**config.mk**
```make
export PLATFORM = sky130hd
export DESIGN_NAME = dram_stream_port_flat
export DESIGN_NICKNAME = d
export VERILOG_FILES = /design/src/rtl/dram_stream_pkg.sv /design/src/rtl/dram_stream_port_if.sv /design/src/rtl/stream_byte_lane_ctrl.sv /design/src/rtl/dram_stream_port.sv /design/src/flat_wrapper.sv
export SDC_FILE = /design/constraint.sdc
export NUM_CORES = 1
export LEC_CHECK = 0
export ABC_AREA = 1
export CAP_MARGIN = 10
export CELL_PAD_IN_SITES_DETAIL_PLACEMENT = 1
export CELL_PAD_IN_SITES_GLOBAL_PLACEMENT = 2
export CORE_MARGIN = 5
export CORE_UTILIZATION = 22
export DETAILED_ROUTE_END_ITERATION = 10
export GPL_ROUTABILITY_DRIVEN = 0
export HOLD_SLACK_MARGIN = 0.03
export PLACE_DENSITY = 0.83
export SLEW_MARGIN = 20
export SYNTH_ARGS = -nofsm -noshare
export SYNTH_HDL_FRONTEND = slang
export SYNTH_SLANG_ARGS = --single-unit
```
**constraint.sdc**
```tcl
create_clock -name clk -period 2 [get_ports clk]
set_input_delay 0.2 -clock clk [delete_from_list [all_inputs] [get_ports clk]]
set_output_delay 0.2 -clock clk [all_outputs]
set_load 0.01 [all_outputs]
```
**src/rtl/dram_stream_pkg.sv**
```systemverilog
// Shared types and constants for the DRAM-side byte-stream endpoint.
// The word is split into LANES byte lanes, with lane 0 in the least-significant bits.
package dram_stream_pkg;

    typedef enum logic [2:0] {
        ST_IDLE,
        ST_RD_REQ,
        ST_RD_WAIT,
        ST_SEND_BYTES,
        ST_WR_COLLECT,
        ST_WR_REQ,
        ST_DONE
    } state_t;

    localparam logic DIR_SEND    = 1'b0;
    localparam logic DIR_RECEIVE = 1'b1;

    localparam int LANES      = 4;
    localparam int LANE_IDX_W = $clog2(LANES);
    localparam int WORD_WIDTH = 32;

    localparam logic [LANES-1:0] FULL_MASK = 4'b1111;

endpackage

```
**src/rtl/dram_stream_port_if.sv**
```systemverilog
// Command, DRAM and byte-stream signals of the endpoint, bundled together.
// The master modport is the port itself; the slave modport is its environment.
interface dram_stream_port_if
    import dram_stream_pkg::*;
#(
    parameter int DATA_WIDTH      = 8,
    parameter int DRAM_ADDR_WIDTH = 16,
    parameter int LEN_WIDTH       = 16
);

    logic                       cmd_valid;
    logic                       cmd_ready;
    logic                       cmd_dir;
    logic [DRAM_ADDR_WIDTH-1:0] cmd_addr;
    logic [LEN_WIDTH-1:0]       cmd_len;
    logic                       busy;
    logic                       done;

    logic                       dram_req;
    logic                       dram_we;
    logic [DRAM_ADDR_WIDTH-1:0] dram_addr;
    logic [WORD_WIDTH-1:0]      dram_wdata;
    logic [LANES-1:0]           dram_wmask;
    logic                       dram_gnt;
    logic                       dram_rvalid;
    logic [WORD_WIDTH-1:0]      dram_rdata;

    logic [DATA_WIDTH-1:0]      rx_data;
    logic                       rx_valid;
    logic                       rx_ready;
    logic [DATA_WIDTH-1:0]      tx_data;
    logic                       tx_valid;
    logic                       tx_ready;

    modport master (
        input  cmd_valid, cmd_dir, cmd_addr, cmd_len,
        input  dram_gnt, dram_rvalid, dram_rdata,
        input  rx_ready, tx_data, tx_valid,
        output cmd_ready, busy, done,
        output dram_req, dram_we, dram_addr, dram_wdata, dram_wmask,
        output rx_data, rx_valid, tx_ready
    );

    modport slave (
        output cmd_valid, cmd_dir, cmd_addr, cmd_len,
        output dram_gnt, dram_rvalid, dram_rdata,
        output rx_ready, tx_data, tx_valid,
        input  cmd_ready, busy, done,
        input  dram_req, dram_we, dram_addr, dram_wdata, dram_wmask,
        input  rx_data, rx_valid, tx_ready
    );

endinterface

```
**src/rtl/stream_byte_lane_ctrl.sv**
```systemverilog
// Byte-lane bookkeeping shared by both directions: current lane, collected-lane
// mask and bytes remaining, plus the "word complete" and "last byte" flags.
module stream_byte_lane_ctrl
    import dram_stream_pkg::*;
#(
    parameter int LEN_WIDTH = 16
) (
    input  logic                  clk,
    input  logic                  rst,
    input  logic                  i_load,
    input  logic [LEN_WIDTH-1:0]  i_len,
    input  logic                  i_step,
    input  logic                  i_clear_mask,
    output logic [LANE_IDX_W-1:0] o_lane,
    output logic [LANES-1:0]      o_mask,
    output logic                  o_word_done,
    output logic                  o_last,
    output logic                  o_empty
);

    logic [LANE_IDX_W-1:0] r_lane;
    logic [LANES-1:0]      r_mask;
    logic [LEN_WIDTH-1:0]  r_remaining;

    logic w_word_done;

    assign w_word_done = (r_lane == LANE_IDX_W'(LANES - 1));

    // NOTE: state registers use non-blocking assignments so every flop samples pre-edge values.
    always_ff @(posedge clk) begin
        if (rst) begin
            r_lane      <= '0;
            r_mask      <= '0;
            r_remaining <= '0;
        end else if (i_load) begin
            r_lane      <= '0;
            r_mask      <= '0;
            r_remaining <= i_len;
        end else begin
            if (i_step) begin
                r_mask[r_lane] <= 1'b1;
                r_lane         <= w_word_done ? '0 : r_lane + 1'b1;
                r_remaining    <= r_remaining - 1'b1;
            end
            if (i_clear_mask) begin
                r_mask <= '0;
            end
        end
    end

    assign o_lane      = r_lane;
    assign o_mask      = r_mask;
    assign o_word_done = w_word_done;
    assign o_last      = (r_remaining == LEN_WIDTH'(1));
    assign o_empty     = (r_remaining == '0);

endmodule

```
**src/rtl/dram_stream_port.sv**
```systemverilog
// DRAM-side endpoint of the loader byte stream: SEND unpacks DRAM words onto rx,
// RECEIVE packs tx bytes into masked DRAM word writes. One command at a time.
module dram_stream_port
    import dram_stream_pkg::*;
#(
    parameter int DATA_WIDTH      = 8,
    parameter int DRAM_ADDR_WIDTH = 16,
    parameter int LEN_WIDTH       = 16
) (
    input  logic               clk,
    input  logic               rst,
    dram_stream_port_if.master bus
);

    state_t                     r_state;
    state_t                     w_next;
    logic [DRAM_ADDR_WIDTH-1:0] r_addr;
    logic                       r_dir;
    logic [WORD_WIDTH-1:0]      r_word;

    logic [LANE_IDX_W-1:0] w_lane;
    logic [LANES-1:0]      w_mask;
    logic                  w_word_done;
    logic                  w_last;
    logic                  w_empty;

    logic                  w_cmd_fire;
    logic                  w_rx_valid;
    logic                  w_tx_ready;
    logic                  w_rx_fire;
    logic                  w_tx_fire;
    logic                  w_wr_gnt;
    logic [DATA_WIDTH-1:0] w_lane_byte;

    assign w_cmd_fire  = bus.cmd_valid && (r_state == ST_IDLE);
    assign w_rx_valid  = (r_state == ST_SEND_BYTES) && (r_dir == DIR_SEND);
    assign w_tx_ready  = (r_state == ST_WR_COLLECT) && (r_dir == DIR_RECEIVE);
    assign w_rx_fire   = w_rx_valid && bus.rx_ready;
    assign w_tx_fire   = w_tx_ready && bus.tx_valid;
    assign w_wr_gnt    = (r_state == ST_WR_REQ) && bus.dram_gnt;
    assign w_lane_byte = r_word[int'(w_lane)*DATA_WIDTH +: DATA_WIDTH];

    stream_byte_lane_ctrl #(
        .LEN_WIDTH (LEN_WIDTH)
    ) u_lane_ctrl (
        .clk          (clk),
        .rst          (rst),
        .i_load       (w_cmd_fire),
        .i_len        (bus.cmd_len),
        .i_step       (w_rx_fire || w_tx_fire),
        .i_clear_mask (w_wr_gnt),
        .o_lane       (w_lane),
        .o_mask       (w_mask),
        .o_word_done  (w_word_done),
        .o_last       (w_last),
        .o_empty      (w_empty)
    );

    // NOTE: the next-state default is assigned first so no path through the case infers a latch.
    always_comb begin
        w_next = r_state;
        case (r_state)
            ST_IDLE: begin
                if (w_cmd_fire) begin
                    if (bus.cmd_len == '0)            w_next = ST_DONE;
                    else if (bus.cmd_dir == DIR_SEND) w_next = ST_RD_REQ;
                    else                              w_next = ST_WR_COLLECT;
                end
            end
            ST_RD_REQ: begin
                if (bus.dram_gnt) w_next = ST_RD_WAIT;
            end
            ST_RD_WAIT: begin
                if (bus.dram_rvalid) w_next = ST_SEND_BYTES;
            end
            ST_SEND_BYTES: begin
                if (w_rx_fire) begin
                    if (w_last)           w_next = ST_DONE;
                    else if (w_word_done) w_next = ST_RD_REQ;
                end
            end
            ST_WR_COLLECT: begin
                if (w_tx_fire && (w_last || w_word_done)) w_next = ST_WR_REQ;
            end
            ST_WR_REQ: begin
                if (bus.dram_gnt) w_next = w_empty ? ST_DONE : ST_WR_COLLECT;
            end
            ST_DONE: begin
                w_next = ST_IDLE;
            end
            default: begin
                w_next = ST_IDLE;
            end
        endcase
    end

    always_ff @(posedge clk) begin
        if (rst) begin
            r_state <= ST_IDLE;
            r_addr  <= '0;
            r_dir   <= DIR_SEND;
            r_word  <= '0;
        end else begin
            r_state <= w_next;
            if (w_cmd_fire) begin
                r_addr <= bus.cmd_addr;
                r_dir  <= bus.cmd_dir;
                r_word <= '0;
            end
            if ((r_state == ST_RD_WAIT) && bus.dram_rvalid) begin
                r_word <= bus.dram_rdata;
            end
            if (w_tx_fire) begin
                r_word[int'(w_lane)*DATA_WIDTH +: DATA_WIDTH] <= bus.tx_data;
            end
            // Address advances only when another word follows; wraps at the top.
            if (w_rx_fire && w_word_done && !w_last) begin
                r_addr <= r_addr + 1'b1;
            end
            if (w_wr_gnt) begin
                r_word <= '0;
                r_addr <= r_addr + 1'b1;
            end
        end
    end

    assign bus.cmd_ready  = (r_state == ST_IDLE);
    assign bus.busy       = (r_state != ST_IDLE);
    assign bus.done       = (r_state == ST_DONE);
    assign bus.dram_req   = (r_state == ST_RD_REQ) || (r_state == ST_WR_REQ);
    assign bus.dram_we    = (r_state == ST_WR_REQ);
    assign bus.dram_addr  = r_addr;
    assign bus.dram_wdata = (r_state == ST_WR_REQ) ? r_word : '0;
    assign bus.dram_wmask = (r_state == ST_WR_REQ) ? w_mask : '0;
    assign bus.rx_valid   = w_rx_valid;
    assign bus.rx_data    = w_rx_valid ? w_lane_byte : '0;
    assign bus.tx_ready   = w_tx_ready;

endmodule

```
**src/flat_wrapper.sv**
```systemverilog
// flat-port wrapper written by rule: the top's interface ports become plain ports
module dram_stream_port_flat import dram_stream_pkg::*;
#(
    parameter int DATA_WIDTH      = 8,
    parameter int DRAM_ADDR_WIDTH = 16,
    parameter int LEN_WIDTH       = 16
)
  (clk, rst, bus_cmd_valid, bus_cmd_dir, bus_cmd_addr, bus_cmd_len, bus_dram_gnt, bus_dram_rvalid, bus_dram_rdata, bus_rx_ready, bus_tx_data, bus_tx_valid, bus_cmd_ready, bus_busy, bus_done, bus_dram_req, bus_dram_we, bus_dram_addr, bus_dram_wdata, bus_dram_wmask, bus_rx_data, bus_rx_valid, bus_tx_ready);
  dram_stream_port_if #(.DATA_WIDTH(DATA_WIDTH), .DRAM_ADDR_WIDTH(DRAM_ADDR_WIDTH), .LEN_WIDTH(LEN_WIDTH)) bus_i ();
  input  logic clk;
  input  logic rst;
  input wire logic [$bits(bus_i.cmd_valid)-1:0] bus_cmd_valid;
  input wire logic [$bits(bus_i.cmd_dir)-1:0] bus_cmd_dir;
  input wire logic [$bits(bus_i.cmd_addr)-1:0] bus_cmd_addr;
  input wire logic [$bits(bus_i.cmd_len)-1:0] bus_cmd_len;
  input wire logic [$bits(bus_i.dram_gnt)-1:0] bus_dram_gnt;
  input wire logic [$bits(bus_i.dram_rvalid)-1:0] bus_dram_rvalid;
  input wire logic [$bits(bus_i.dram_rdata)-1:0] bus_dram_rdata;
  input wire logic [$bits(bus_i.rx_ready)-1:0] bus_rx_ready;
  input wire logic [$bits(bus_i.tx_data)-1:0] bus_tx_data;
  input wire logic [$bits(bus_i.tx_valid)-1:0] bus_tx_valid;
  output wire logic [$bits(bus_i.cmd_ready)-1:0] bus_cmd_ready;
  output wire logic [$bits(bus_i.busy)-1:0] bus_busy;
  output wire logic [$bits(bus_i.done)-1:0] bus_done;
  output wire logic [$bits(bus_i.dram_req)-1:0] bus_dram_req;
  output wire logic [$bits(bus_i.dram_we)-1:0] bus_dram_we;
  output wire logic [$bits(bus_i.dram_addr)-1:0] bus_dram_addr;
  output wire logic [$bits(bus_i.dram_wdata)-1:0] bus_dram_wdata;
  output wire logic [$bits(bus_i.dram_wmask)-1:0] bus_dram_wmask;
  output wire logic [$bits(bus_i.rx_data)-1:0] bus_rx_data;
  output wire logic [$bits(bus_i.rx_valid)-1:0] bus_rx_valid;
  output wire logic [$bits(bus_i.tx_ready)-1:0] bus_tx_ready;
  assign bus_i.cmd_valid = bus_cmd_valid;
  assign bus_i.cmd_dir = bus_cmd_dir;
  assign bus_i.cmd_addr = bus_cmd_addr;
  assign bus_i.cmd_len = bus_cmd_len;
  assign bus_i.dram_gnt = bus_dram_gnt;
  assign bus_i.dram_rvalid = bus_dram_rvalid;
  assign bus_i.dram_rdata = bus_dram_rdata;
  assign bus_i.rx_ready = bus_rx_ready;
  assign bus_i.tx_data = bus_tx_data;
  assign bus_i.tx_valid = bus_tx_valid;
  assign bus_cmd_ready = bus_i.cmd_ready;
  assign bus_busy = bus_i.busy;
  assign bus_done = bus_i.done;
  assign bus_dram_req = bus_i.dram_req;
  assign bus_dram_we = bus_i.dram_we;
  assign bus_dram_addr = bus_i.dram_addr;
  assign bus_dram_wdata = bus_i.dram_wdata;
  assign bus_dram_wmask = bus_i.dram_wmask;
  assign bus_rx_data = bus_i.rx_data;
  assign bus_rx_valid = bus_i.rx_valid;
  assign bus_tx_ready = bus_i.tx_ready;
  dram_stream_port #(.DATA_WIDTH(DATA_WIDTH), .DRAM_ADDR_WIDTH(DRAM_ADDR_WIDTH), .LEN_WIDTH(LEN_WIDTH)) u_core (.clk(clk), .rst(rst), .bus(bus_i));
endmodule
```
==> results.md <==
* Outcome: finished, final reports clean
* Crit path max-delay family: buffers and inverters
* Final std cells w/o fill at between 1000 and 1500
* Mapped Cells at ~830
* Register area share after synthesis at 0.286
* List of most frequent post-synthesis cells: nand2_1 (178), nor2_1 (107), a21oi_1 (94), inv_1 (94), dfxtp_1 (74)
* Distinct cell type count after synthesis at 42
* RSZ-0062 raised after global routing: no
* Tightest Pin Transition at around 370 ps
* Hold Crit Start: bus_dram_rdata[3]
* Detailed-route via count at 5919
* Root Driver: clkbuf_16
* Synth Register Bits at between 70 and 80
* Critical path data required time at between 1500 and 2000 ps
* Crit path max-delay cell type: clkdlybuf4s50_1
* Top cell type's share of synthesized area at 0.286
* Worst reg2reg path depth at 9
* Final setup viols at 0
* FFs w/ async S/R, synth at 0
* Diode count at 0
* Maximum clock insertion buffer count at 2
* Largest net degree at the start of global routing at 35
* Gr usage total at 0.159
* Rel. slew slack at 0.751
* DRT Pass-1 Iters at 4
* Critical Path Fanout Max at 10
* Post-DP Area at between 7000 and 8000 sq um
* Synth-to-Final Area Change at 44.1%
* Hold depth at 3
* Die Area at between 20000 and 30000 sq um
* TritonCTS buffer count at 9
* F_max at 0.519 GHz
* Top-count cell post-synth: nand2_1
* Clock transition at the registers of the reported paths at 60 ps
* Worst Path Arrival at approximately 1700 ps
* GRT Residual Overflow at 0
* Final nets at roughly 1100
* Clock sink total at 74
* Minimum clock period after layout at between 1500 and 2000 ps
* Fin crit share at 0.963
* Maximum VDD drop at 350 uV
* WL final at approximately 21 mm
* Fin Setup TNS at 0 ps
* Post-CTS sizing at around 50
* Post-synth EDFFs at 0
* Placed insts at ~1300
* HPWL after DPL at around 17 mm
* Synth Cell Area at 5180 sq um
* Post-synth top area cell: dfxtp_1
* Starting density of the core at 0.222
* DRT iter0 DRCs at approximately 290
* Worst r2r src: u_core.u_lane_ctrl.o_lane[0]
* Max-Cap Viols at 0
* CP startpoint kind: flip-flop
* First-pass GRT wire length at 33.7 mm
* FF-to-FF End: u_core.r_word[23]
* Reg2reg setup slack at 240 ps
* Final hold vios at 0
* CTS tree: yes
* # hold bufs at CTS at 0
* Hold endpoint: u_core.r_word[3]
* Antenna Nets Post-Route at 0
* PwrDens at around 900 nW/um^2
* Most common flop cell mapped by yosys: dfxtp_1
* Synth Net Count at 923
* # H-tree levels at 3
* Buf/Inv on CP at 3
* Io pins at between 100 and 150
* Skew-Pair Late Insertion Delay at around 350 ps
* Drc violations at 0
* Critical setup path kind: flip-flop to output port
* Initial antenna violation count at 0
* Crit path largest cell delay at roughly 550 ps
* Drt wl/cell at roughly 16 um
* Vias per inst at roughly 4.5
* Static leakage power at roughly 0.0032 uW
* FP Rows at 56
* Yosys warns at 0
* Max-slew violation count at 0
* Layout cell share with drive strength beyond 1 at 0.103
* Setup crit end kind: output port
* Final instance area at between 7000 and 8000 sq um
* Worst Hold Class: input port to flip-flop
* Vias in the first global route at 6254
* Final core occ at 0.320
* Clk_skew at 11.1 ps
* Die H at around 160 um
* PortBufs at ~150
* Post CTS Setup Buffer Count at 0
* Placeable Area at between 20000 and 25000 sq um
* Largest cells by area after synthesis: dfxtp_1 (29%), nand2_1 (13%), a21oi_1 (9.1%), nor2_1 (7.7%), inv_1 (6.8%)
* Worst-path cell chain: inv_2 -> nand3_2 -> buf_6 -> nor2_1 -> clkdlybuf4s50_1
* Mean Syn Cell Area at roughly 6.2 sq um
* Die width at around 160 um
## area by class of cell
class                   instances  area (sq um)
clock buffers                   9           225
clock inverters                 7          76.3
repair buffers                185          1800
inverters                     103           395
multi-input cells             614          3090
well taps                     319           399
flip-flops and latches         74          1480
fillers                      2949         15900
## report_power, final
| part | leakage (uW) | switching (uW) | internal, uW | total, uW |
|---|---|---|---|---|
| clock | 0.000142 | 729 | 976 | 1710 |
| sequential | 0.000603 | 271 | 1730 | 2000 |
| combinational | 0.00249 | 1800 | 1270 | 3060 |
## kinds of logic (layout without fill, tap and decap cells)
family,Yosys count,in the layout,synth area share
adder cells (fa/ha/maj),12,12,0.0290
flip-flops,74,74,0.286
AO/OA/AOI/OAI,180,180,0.196
AND/OR/NAND/NOR,408,408,0.345
buffers and inverters,143,304,0.120
XOR/XNOR,14,14,0.0237
## layout by cell type (no fill, tap or decap), types with 7 or more instances in the layout
| master | count |
|---|---|
| ha_1 | 12 |
| dlygate4sd2_1 | 40 |
| buf_4 | 32 |
| clkbuf_16 | 9 |
| nand3_1 | 65 |
| o21ai_2 | 11 |
| inv_2 | 7 |
| inv_1 | 93 |
| a31oi_1 | 13 |
| xor2_1 | 8 |
| o211ai_1 | 12 |
| nor2_1 | 107 |
| clkdlybuf4s50_1 | 99 |
| nand2_1 | 178 |
| o21ai_0 | 36 |
| nor3_1 | 28 |
| a21oi_1 | 93 |
| dfxtp_1 | 72 |
## flip-flops by register name, indices dropped and copies added (netlist names)
signal / cells
u_core.u_lane_ctrl.r_remaining: 16
u_core.u_lane_ctrl.o_lane: 2
u_core.r_state: 3
u_core.u_lane_ctrl.o_mask: 4
u_core.r_dir: 1
u_core.bus.dram_addr: 16
u_core.r_word: 32
## metrics by stage
stage	setup slack (ps)	hold WS, ps	power [uW]
2_1_floorplan	20.9	279	3950
5_1_grt	2.79	484	7290
3_3_place_gp	137	460	5080
3_5_place_dp	122	465	5120
6_report	74.2	464	6770
4_1_cts	15.2	450	6860
## worst reg2reg max path: cells and delay by family (launching register included)
| kind | cells | cell delay (ps) |
|---|---|---|
| AO/OA/AOI/OAI | 1 | 150 |
| adder cells (fa/ha/maj) | 1 | 330 |
| buffers and inverters | 4 | 440 |
| flip-flops | 1 | 350 |
| AND/OR/NAND/NOR | 3 | 420 |
## layer usage
metal | vias to the layer above | wire [um] | track usage
met1 | 2754 | 9690 | 0.206
li1 | 3014 | - | -
met4 | 0 | 163 | 0.0313
met2 | 140 | 9950 | 0.269
met3 | 11 | 1440 | 0.0404
met5 | - | 0 | 0
## how the worst max path moves through the flow
stage | start | end | slack (ps) | cells after the start
final | u_core.r_state[1] | bus_dram_wdata[29] | 70 | 5
after global routing | u_core.u_lane_ctrl.o_lane[0] | bus_rx_data[0] | 3 | 6
after CTS | u_core.r_state[2] | bus_tx_ready | 20 | 4
after detailed placement | bus_tx_valid | u_core.r_word[28] | 120 | 8
after global placement | bus_tx_valid | u_core.r_word[28] | 140 | 8
after floorplan | u_core.u_lane_ctrl.o_lane[0] | u_core.r_word[29] | 20 | 9
Note: power is estimated with default switching activity, not from simulation.
